[config.mk]
export PLATFORM = sky130hd
export DESIGN_NAME = filter_frame_ctrl
export DESIGN_NICKNAME = d
export VERILOG_FILES = /design/src/rtl/filter_frame_ctrl.sv
export SDC_FILE = /design/constraint.sdc
export NUM_CORES = 1
export LEC_CHECK = 0
export BUFFER_PORTS_ARGS = -buffer_cell sky130_fd_sc_hd__buf_2
export CORE_ASPECT_RATIO = 1.4
export CORE_MARGIN = 2
export CORE_UTILIZATION = 48
export DETAILED_ROUTE_END_ITERATION = 6
export PLACE_DENSITY = 0.67
export SETUP_SLACK_MARGIN = 0.2
export SYNTH_ARGS = -nofsm -noshare
export SYNTH_HDL_FRONTEND = slang
export SYNTH_SLANG_ARGS = --single-unit
[constraint.sdc]
create_clock -name clk -period 7.4 [get_ports clk]
set_input_delay 0.74 -clock clk [delete_from_list [all_inputs] [get_ports clk]]
set_output_delay 0.74 -clock clk [all_outputs]
set_load 0.01 [all_outputs]
[src/rtl/filter_frame_ctrl.sv]
// -----------------------------------------------------------------------------
// filter_frame_ctrl
//
// Frame sequencer that sits between a pixel source and a 3x3-style line-buffer
// filter. It accepts a frame request, validates the geometry, clears the
// filter, streams W*H source pixels into it, pushes a few zero pixels to drain
// the filter pipeline, and then waits for the filter's results. Every result
// is tagged with start-of-frame, end-of-line and end-of-frame markers.
//
// Parameters
//   MAX_WIDTH  largest legal frame width (the filter's line-buffer depth)
//   FLUSH_LEN  number of zero-pixel strobes sent after the last real pixel
//   DRAIN_MAX  maximum cycles spent waiting for results before giving up
//
// Ports
//   clk, rst                 clock, synchronous active-high reset
//   cfg_width, cfg_height    frame geometry, captured when a start is accepted
//   start, abort             single-cycle frame request / frame cancel
//   busy                     high whenever a frame is in progress
//   done, aborted, cfg_err   single-cycle completion / cancel / bad-config pulses
//   s_pixel, s_valid, s_ready  source pixel stream (valid/ready)
//   f_data, f_valid, f_clr     filter pixel input, pixel strobe, per-frame clear
//   f_out, f_out_valid         filter result stream
//   m_data, m_valid            tagged result stream
//   m_sof, m_eol, m_eof        first result, last result of a line, last result
// -----------------------------------------------------------------------------
module filter_frame_ctrl #(
   parameter int unsigned MAX_WIDTH = 1024,
   parameter int unsigned FLUSH_LEN = 2,
   parameter int unsigned DRAIN_MAX = 16
) (
   input  logic        clk,
   input  logic        rst,
   input  logic [11:0] cfg_width,
   input  logic [11:0] cfg_height,
   input  logic        start,
   input  logic        abort,
   output logic        busy,
   output logic        done,
   output logic        aborted,
   output logic        cfg_err,
   input  logic [7:0]  s_pixel,
   input  logic        s_valid,
   output logic        s_ready,
   output logic [7:0]  f_data,
   output logic        f_valid,
   output logic        f_clr,
   input  logic [7:0]  f_out,
   input  logic        f_out_valid,
   output logic [7:0]  m_data,
   output logic        m_valid,
   output logic        m_sof,
   output logic        m_eol,
   output logic        m_eof
);

   typedef enum logic [2:0] {
      S_IDLE  = 3'd0,
      S_LOAD  = 3'd1,
      S_RUN   = 3'd2,
      S_FLUSH = 3'd3,
      S_WAIT  = 3'd4
   } state_t;

   // Terminal values of the flush and drain counters.
   localparam logic [15:0] FLUSH_LAST = 16'(FLUSH_LEN - 1);
   localparam logic [15:0] DRAIN_LAST = 16'(DRAIN_MAX - 1);

   state_t      state;
   state_t      state_nxt;

   // Frame geometry captured at start; widths and heights are kept as
   // "minus one" so the wrap comparisons need no subtractor.
   logic [11:0] width_m1;
   logic [11:0] height_m1;
   logic [23:0] total;

   logic [11:0] in_col;
   logic [11:0] in_row;
   logic [23:0] out_cnt;
   logic [11:0] out_col;
   logic [15:0] flush_cnt;
   logic [15:0] wait_cnt;

   logic        cfg_ok;
   logic        start_ok;
   logic        xfer;
   logic        last_pix;
   logic        flush_end;
   logic        wait_end;
   logic        tag_en;

   // Shared decode terms. The width bound is compared at 32 bits so that a
   // MAX_WIDTH larger than the 12-bit port range still behaves sensibly.
   // A result is only tagged while a frame is live and still short of its
   // expected count; an abort in the same cycle drops it.
   always_comb begin
      cfg_ok    = (cfg_width >= 12'd3) &&
                  (32'(cfg_width) <= MAX_WIDTH) &&
                  (cfg_height >= 12'd3);
      start_ok  = (state == S_IDLE) && start && cfg_ok;
      xfer      = s_valid && s_ready;
      last_pix  = (in_col == width_m1) && (in_row == height_m1);
      flush_end = (flush_cnt == FLUSH_LAST);
      wait_end  = (out_cnt == total) || (wait_cnt == DRAIN_LAST);
      tag_en    = busy && f_out_valid && (out_cnt < total) && !abort;
   end

   // State register.
   always_ff @(posedge clk) begin
      if (rst) begin
         state <= S_IDLE;
      end else begin
         state <= state_nxt;
      end
   end

   // Next-state logic. Abort overrides every busy state; in IDLE it is
   // ignored so a simultaneous start always wins.
   always_comb begin
      state_nxt = state;
      case (state)
         S_IDLE: begin
            if (start && cfg_ok) begin
               state_nxt = S_LOAD;
            end
         end
         S_LOAD: begin
            state_nxt = S_RUN;
         end
         S_RUN: begin
            if (xfer && last_pix) begin
               state_nxt = S_FLUSH;
            end
         end
         S_FLUSH: begin
            if (flush_end) begin
               state_nxt = S_WAIT;
            end
         end
         S_WAIT: begin
            if (wait_end) begin
               state_nxt = S_IDLE;
            end
         end
         default: begin
            state_nxt = S_IDLE;
         end
      endcase
      if ((state != S_IDLE) && abort) begin
         state_nxt = S_IDLE;
      end
   end

   // Moore-style control outputs plus the pass-through pixel path. In RUN the
   // filter strobe follows the source handshake directly; in FLUSH it is
   // forced high with zero data to push the last real pixels out.
   always_comb begin
      busy    = (state != S_IDLE);
      s_ready = (state == S_RUN);
      f_clr   = (state == S_LOAD);
      f_valid = (s_valid && s_ready) || (state == S_FLUSH);
      f_data  = (state == S_RUN) ? s_pixel : 8'd0;
   end

   // Single-cycle status pulses, all registered so they appear in the cycle
   // after the event that caused them. Reset suppresses every pulse.
   always_ff @(posedge clk) begin
      if (rst) begin
         done    <= 1'b0;
         aborted <= 1'b0;
         cfg_err <= 1'b0;
      end else begin
         done    <= (state == S_WAIT) && wait_end && !abort;
         aborted <= busy && abort;
         cfg_err <= (state == S_IDLE) && start && !cfg_ok;
      end
   end

   // Frame geometry capture and the input-side counters. TOTAL is the number
   // of filter results expected: the first two rows only prime the line
   // buffers, so each remaining row yields one line of W results.
   always_ff @(posedge clk) begin
      if (rst) begin
         width_m1  <= '0;
         height_m1 <= '0;
         total     <= '0;
         in_col    <= '0;
         in_row    <= '0;
         flush_cnt <= '0;
         wait_cnt  <= '0;
      end else begin
         if (start_ok) begin
            width_m1  <= cfg_width - 12'd1;
            height_m1 <= cfg_height - 12'd1;
            total     <= 24'(cfg_width) * 24'(cfg_height - 12'd2);
         end
         case (state)
            S_LOAD: begin
               in_col    <= '0;
               in_row    <= '0;
               flush_cnt <= '0;
               wait_cnt  <= '0;
            end
            S_RUN: begin
               if (xfer) begin
                  if (in_col == width_m1) begin
                     in_col <= '0;
                     in_row <= in_row + 12'd1;
                  end else begin
                     in_col <= in_col + 12'd1;
                  end
               end
            end
            S_FLUSH: begin
               flush_cnt <= flush_cnt + 16'd1;
            end
            S_WAIT: begin
               wait_cnt <= wait_cnt + 16'd1;
            end
            default: begin
            end
         endcase
      end
   end

   // Output-side counters. These are zeroed on the accepting start edge
   // rather than during LOAD, so they already read zero for the whole LOAD
   // cycle and any result arriving then is tagged against a clean count.
   // out_col tracks the result column with a wrap instead of a modulo.
   always_ff @(posedge clk) begin
      if (rst) begin
         out_cnt <= '0;
         out_col <= '0;
      end else if (start_ok) begin
         out_cnt <= '0;
         out_col <= '0;
      end else if (tag_en) begin
         out_cnt <= out_cnt + 24'd1;
         if (out_col == width_m1) begin
            out_col <= '0;
         end else begin
            out_col <= out_col + 12'd1;
         end
      end
   end

   // Tagged result register: one cycle of latency from the filter result.
   // Idle cycles drive zeros on every field so nothing stale is presented.
   always_ff @(posedge clk) begin
      if (rst) begin
         m_valid <= 1'b0;
         m_data  <= 8'd0;
         m_sof   <= 1'b0;
         m_eol   <= 1'b0;
         m_eof   <= 1'b0;
      end else if (tag_en) begin
         m_valid <= 1'b1;
         m_data  <= f_out;
         m_sof   <= (out_cnt == 24'd0);
         m_eol   <= (out_col == width_m1);
         m_eof   <= (out_cnt == total - 24'd1);
      end else begin
         m_valid <= 1'b0;
         m_data  <= 8'd0;
         m_sof   <= 1'b0;
         m_eol   <= 1'b0;
         m_eof   <= 1'b0;
      end
   end

endmodule

==> reports/qor.tcl, run 1 <==
set qor(synth-seq-cells) 158
set qor(n_antenna_cell) 0
set qor(element_type_at_the_critical_path_start) {input port}
set qor(ys.flop_type) {dfxtp_1}
set qor(fin_cells) 2146
set qor(timing.final.hold_violations) 0
set qor(first_global_vias) 11742
set qor(slew_headroom_pct) 35.2
set qor(worst_slew_pin_slew_ns) 0.969
set qor(detailed_place_hpwl_microns) 27100
set qor(cts_hold_buffers) 0
set qor(worst_clock_skew_ns) 0.00979
set qor(required_ns) 7.70
set qor(maximum_net_fanout_on_the_critical_path) 5
set qor(yosys-top-cells-area) {dfxtp_1 (22%), fa_1 (16%), ha_1 (11%)}
set qor(rsz_0062_raised_after_global_routing) {no}
set qor(post_synth_and_or_nand_nor_area_fraction_pct) 23.8
set qor(dieHeight_microns) 207
set qor(fillers) 2774
set qor(post_drt_wl_per_cell_microns) 16.0
set qor(clock_tree_from_tritoncts) {done}
set qor(grt_overflow_total) 0
set qor(fraction_of_final_layout_cells_with_drive_strength_greater_than_1_pct) 9.40
set qor(power.density_nw_per_um2) 336
set qor(yosys-top-cells-count) {inv_1 (182), nand2_1 (181), dfxtp_1 (158), nor2_1 (150), ha_1 (123)}
set qor(synth_mux_area_share_pct) 0.592
set qor(post_synth_inst_count) 1717
set qor(synth_compound_gate_area_share_pct) 9.82
set qor(synth_adder_area_share_pct) 26.4
set qor(sequential_cell_area_sq_um) 3160
set qor(gp_congestion) 0.877
set qor(dp.cells) 2112
set qor(ffs_w_async_s_r_synth_pct) 0
set qor(clock-sinks) 158
set qor(grt_first_pass_wirelength_microns) 57700
set qor(core_area_sq_um) 29100
set qor(syn_nets) 1996
set qor(worstSetupPathType) {in -> reg}
set qor(layout_setup_ws_ns) 0.531
set qor(h-tree-depth) 4
set qor(hold_path_startpoint) {wait_cnt[15]}
set qor(cts-root-to-sink-buffers) 2
set qor(number_of_synthesized_flops_with_an_enable_pin) 0
set qor(setup_viol) 0
set qor(yosysUniqueCellTypes) 69
set qor(core_rows) 74
set qor(antenna_found_initial) 0
set qor(power_leakage_nw) 6.88
set qor(area_delta_synth_final_pct) 9.50
set qor(dr_vias) 11840
set qor(timing.max_cap.violations) 0
set qor(hold_path_class) {reg -> reg}
set qor(combinational_family_with_the_most_area_after_synthesis) {adder cells}
set qor(die_area_sq_um) 30900
set qor(worst_skew_pair.late_latency_ns) 0.45
set qor(worst_setup_hold_path_clk_slew_ns) 0.07
set qor(synthMostInstantiatedCell) {inv_1}
set qor(post-synth-top-area-fraction_pct) 22.3
set qor(detail_route.first_pass.iterations) 5
set qor(critical_path_arrival_ns) 7.17
set qor(status) {completed}
set qor(port_buffers) 72
set qor(achievable-frequency_mhz) 146
set qor(drt_first_iter_violations) 566
set qor(design_power_total_w) 0.00521
set qor(grt_start_max_net_pins) 71
set qor(final_period_minus_worst_setup_slack_ns) 6.87
set qor(vdd_drop_max_mv) 0.343
set qor(crit_path_end_kind) {register}
set qor(cts.root.buffer_cell) {clkbuf_16}
set qor(yosysWarnings) 0
set qor(viasPerCell) 5.52
set qor(post_synth_instance_area_sq_um) 14200
set qor(setup_tns_ns) 0
set qor(dp_slack_ns) -0.0689
set qor(finalCritPeriodShare_pct) 92.8
set qor(r2r_start) {total[10]}
set qor(detail_route.wirelength_microns) 34300
set qor(fp.dieW_microns) 149
set qor(boundaryPins) 73
set qor(cts-buffers-inserted) 17
set qor(synthDominantAreaCellType) {dfxtp_1}
set qor(overall_global_routing_usage_pct) 23.0
set qor(floorplan.initialDensity_pct) 48.7
set qor(synth.avg_cell_area_sq_um) 8.24
set qor(multi_input_area_sq_um) 10000
set qor(post-route-drc-count) 0
set qor(ant_nets) 0
set qor(fin_nets) 2032
set qor(setup.worst_path.start) {cfg_height[2]}
set qor(finalMaxSlewViolations) 0
set qor(xor_xnor_share_of_the_synthesized_area_pct) 9.84
set qor(synth_seq_area_share_pct) 22.3
-- cells in the final DEF, fill, tap and decap left out, types with 56 or more instances in the layout --
| cell | instances |
|---|---|
| inv_1 | 181 |
| nand2_1 | 180 |
| dfxtp_1 | 158 |
| nor2_1 | 149 |
| ha_1 | 122 |
| fa_1 | 110 |
| xnor2_1 | 87 |
| a21oi_1 | 82 |
| buf_2 | 72 |
| xor2_1 | 71 |
| nand3_1 | 59 |
| and2_1 | 56 |
-- worst max-delay path, stage by stage --
cell and delay (ns):
buf_2 0.13, inv_1 0.09, ha_4 0.14, nand2_2 0.07, or3_4 0.35, or2_4 0.29
nor4_4 0.17, xor2_1 0.22, nand2_1 0.11, fa_1 0.52, fa_1 0.55, inv_1 0.05
fa_1 0.49, fa_1 0.44, fa_1 0.55, inv_1 0.08, fa_1 0.52, inv_1 0.05
ha_1 0.22, nor4_2 0.31, o21ai_1 0.17, a41o_1 0.23, nand4_1 0.09, nand2_1 0.09
o31ai_2 0.24, xnor2_1 0.16, o22ai_1 0.08
-- report_power, final --
part | internal [W] | switching [W] | total [W] | leakage [nW]
clock | 0.000458 | 0.000409 | 0.000867 | 0.286
sequential | 0.000912 | 0.0000893 | 0.00100 | 1.28
combinational | 0.00143 | 0.00191 | 0.00334 | 5.32
-- per-stage QoR --
step	utilization [%]	hold slack (ns)	instance area (sq um)
after global routing	53.3	0.512	15500
after CTS	53.1	0.484	15500
final	53.3	0.486	15500
after detailed placement	51.2	0.472	14900
after global placement	51.2	0.461	14900
after floorplan	-	0.451	14200
-- registers in the layout, indices dropped and copies added, names as in the netlist, 3 cells and up --
| signal | cells |
|---|---|
| out_cnt | 24 |
| total | 24 |
| flush_cnt | 16 |
| wait_cnt | 16 |
| height_m1 | 12 |
| in_col | 12 |
| in_row | 12 |
| out_col | 12 |
| width_m1 | 12 |
| m_data | 8 |
| state | 3 |
-- layer usage --
metal / up-vias / GRT usage (%) / share of wire [%]
met3: 66 / 3.24 / 2.9
met2: 204 / 40.1 / 51
met5: - / 0 / 0
met1: 5767 / 28.7 / 43
met4: 0 / 8.57 / 3.0
li1: 5803 / - / -
-- final timing paths --
kind,end,slack (ns),depth (start not counted)
setup / recovery,total[23],0.53,27
hold / removal,wait_cnt[15],0.49,2
setup reg to reg,m_eof,3.66,10
hold reg to reg,wait_cnt[15],0.49,2
-- final cells by class --
cell class	instances	share of cell area, %
Sequential cell	158	20.4
Clock inverter	14	0.904
Multi-Input combinational cell	1295	64.8
Timing Repair Buffer	95	3.44
Clock buffer	18	2.83
Tap cell	380	3.07
Inverter	186	4.50
-- cells by family after synthesis --
logic type	Yosys count
XOR/XNOR	159
adder cells (fa/ha/maj)	233
flip-flops	158
multiplexers	7
buffers and inverters	264
AO/OA/AOI/OAI	224
AND/OR/NAND/NOR	672
-- what timing repair did --
action                                  CTS  global route
buffers inserted                          0             2
hold endpoints to repair                  0             0
endpoints found under the setup margin    0             9
gates resized for setup                   0             9
No activity file was read; power rests on OpenSTA's default activity.
==> inputs of run 2 (changes only) <==
--- a/config.mk
+++ b/config.mk
@@ -10,7 +10,10 @@
 export CORE_MARGIN = 2
 export CORE_UTILIZATION = 48
 export DETAILED_ROUTE_END_ITERATION = 6
+export MAX_ROUTING_LAYER = met4
 export PLACE_DENSITY = 0.67
+export RECOVER_POWER = 50
+export REMOVE_ABC_BUFFERS = 1
 export SETUP_SLACK_MARGIN = 0.2
 export SYNTH_ARGS = -nofsm -noshare
 export SYNTH_HDL_FRONTEND = slang
==> run 2 against run 1 <==
First-iteration DRC count fell by 7.6%. Sequential cell count did not move. Highest routed layer unchanged. Largest power group unchanged. Global-route usage barely moved. Count of clock-buffer cells in the layout did not move. Clock power fell by 2.5%. Register-to-register slack improved by 0.12 ns. Cell area fell by 0.30%. Worst setup slack improved by 0.084 ns. Via count barely moved.
==> reports/qor.tcl, run 2 (synthesis gave the netlist of run 1 again) <==
set qor(status) {completed}
set qor(port_buffers) 72
set qor(viasPerCell) 5.49
set qor(finalCritPeriodShare_pct) 91.7
set qor(cts.root.buffer_cell) {clkbuf_16}
set qor(worst_setup_hold_path_clk_slew_ns) 0.07
set qor(power_leakage_nw) 6.79
set qor(fin_worst_hold_slack_ns) 0.488
set qor(rsz_0062_raised_after_global_routing) {no}
set qor(detailed_place_hpwl_microns) 26000
set qor(crit_path_end_kind) {register}
set qor(area_delta_synth_final_pct) 9.18
set qor(detail_route.first_pass.iterations) 5
set qor(grt_start_max_net_pins) 72
set qor(final_cell_mix) {inv_1 (183), nand2_1 (181), dfxtp_1 (158), nor2_1 (150), ha_1 (123)}
set qor(reg_top3) {out_cnt: 24 flops, total: 24 flops}
set qor(fin_nets) 2039
set qor(worst_path_most_repeated_cell) {fa_1}
set qor(detail_route.wirelength_microns) 33500
set qor(floorplan.initialDensity_pct) 48.7
set qor(final_period_minus_worst_setup_slack_ns) 6.79
set qor(master_of_the_slowest_instance_on_the_critical_path) {fa_1}
set qor(fp.dieW_microns) 149
set qor(grt_overflow_total) 0
set qor(dr_vias) 11829
set qor(critical_path_arrival_ns) 7.07
set qor(dp_slack_ns) -0.0463
set qor(slew_headroom_pct) 34.6
set qor(setup_viol) 0
set qor(post-route-drc-count) 0
set qor(overall_global_routing_usage_pct) 23.0
set qor(layout_commonest_cell) {inv_1}
set qor(reg2reg_depth) 10
set qor(hold_path_class) {reg -> reg}
set qor(drt_first_iter_violations) 523
set qor(dp.cells) 2120
set qor(core_rows) 74
set qor(core_area_sq_um) 29100
set qor(finalMaxSlewViolations) 0
set qor(required_ns) 7.69
set qor(power.density_nw_per_um2) 325
set qor(max_stage_delay_ns) 0.53
set qor(timing.max_cap.violations) 0
set qor(grt_first_pass_wirelength_microns) 56600
set qor(worstSetupPathType) {in -> reg}
set qor(ant_nets) 0
set qor(fillers) 2774
set qor(post_drt_wl_per_cell_microns) 15.5
set qor(cts-root-to-sink-buffers) 2
set qor(clock_tree_from_tritoncts) {done}
set qor(layout_setup_ws_ns) 0.615
set qor(timing.final.hold_violations) 0
set qor(vdd_drop_max_mv) 0.315
set qor(cts-buffers-inserted) 17
set qor(dieHeight_microns) 207
set qor(antenna_found_initial) 0
set qor(achievable-frequency_mhz) 147
set qor(gp_congestion) 0.895
set qor(boundaryPins) 73
set qor(holdPathStages) 2
set qor(maximum_net_fanout_on_the_critical_path) 7
set qor(fraction_of_final_layout_cells_with_drive_strength_greater_than_1_pct) 7.61
set qor(worst_skew_pair.late_latency_ns) 0.43
set qor(element_type_at_the_critical_path_start) {input port}
set qor(clock-sinks) 158
set qor(first_global_vias) 11771
set qor(die_area_sq_um) 30900
set qor(design_power_total_w) 0.00502
set qor(h-tree-depth) 4
set qor(worst_clock_skew_ns) 0.0120
set qor(worst_slew_pin_slew_ns) 0.978
set qor(fin_cells) 2153
set qor(n_antenna_cell) 0
==> run 2: changes by cell type in the layout (fill, tap and decap cells not counted), moves of 2 or more <==
cell	before	now
buf_4	23	29
inv_8	6	2
buf_2	72	46
inv_1	181	183
clkbuf_1	0	27
o21ai_1	14	7
inv_2	2	0
inv_6	4	6
o21ai_0	32	39
==> run 2: timing repair <==
action / 4_1_cts / 5_1_grt
endpoints found under the setup margin: 0 / 10
buffers inserted: 0 / 1
hold endpoints to repair: 0 / 0
hold buffers: 0 / 0
gates resized for setup: 0 / 7
==> run 2: final timing paths <==
check / start / to / slack (ns)
setup reg to reg: total[10] / out_cnt[20] / 3.78
hold reg to reg: wait_cnt[15] / wait_cnt[15] / 0.49
hold / removal: wait_cnt[15] / wait_cnt[15] / 0.49
setup / recovery: cfg_height[1] / total[23] / 0.61
==> run 2: cell type report <==
| type | instances | area, sq um | area share (%) |
|---|---|---|---|
| tap | 380 | 475 | 3.08 |
| clock inverter | 14 | 125 | 0.810 |
| sequential | 158 | 3160 | 20.5 |
| timing repair buffer | 102 | 549 | 3.55 |
| multi-input combinational | 1295 | 10000 | 64.7 |
| clock buffer | 18 | 439 | 2.84 |
| inverter | 186 | 698 | 4.52 |
==> run 2: per-layer routing <==
metal / up-vias / track usage (%) / part of all wire [%]
li1: 5806 / - / -
met3: 86 / 2.56 / 3.6
met1: 5655 / 27.6 / 43
met2: 282 / 39.4 / 50
met4: 0 / 8.90 / 3.6
met5: - / - / 0
==> run 2: metrics by stage <==
step                util [%]  setup TNS, ns  cell area, sq um
floorplan                  -         -0.361             13800
global placement        51.2              0             14900
detailed placement      51.2        -0.0509             14900
CTS                     53.2              0             15500
global route            53.2              0             15500
finish                  53.2              0             15500
==> run 2: power breakdown <==
part	internal (W)	switching [W]	total, W
clock network	0.000451	0.000394	0.000845
registers	0.000912	0.0000848	0.000997
logic	0.00135	0.00183	0.00318
==> run 2: critical path: cells and delay by family <==
kind | cells | cell delay, ns
and+or+nand+nor | 8 | 1.26
adders and majority gates | 8 | 3.38
AOI/OAI and AO/OA | 4 | 0.67
buffers and inverters | 7 | 0.76
xor gates and xnor gates | 2 | 0.26
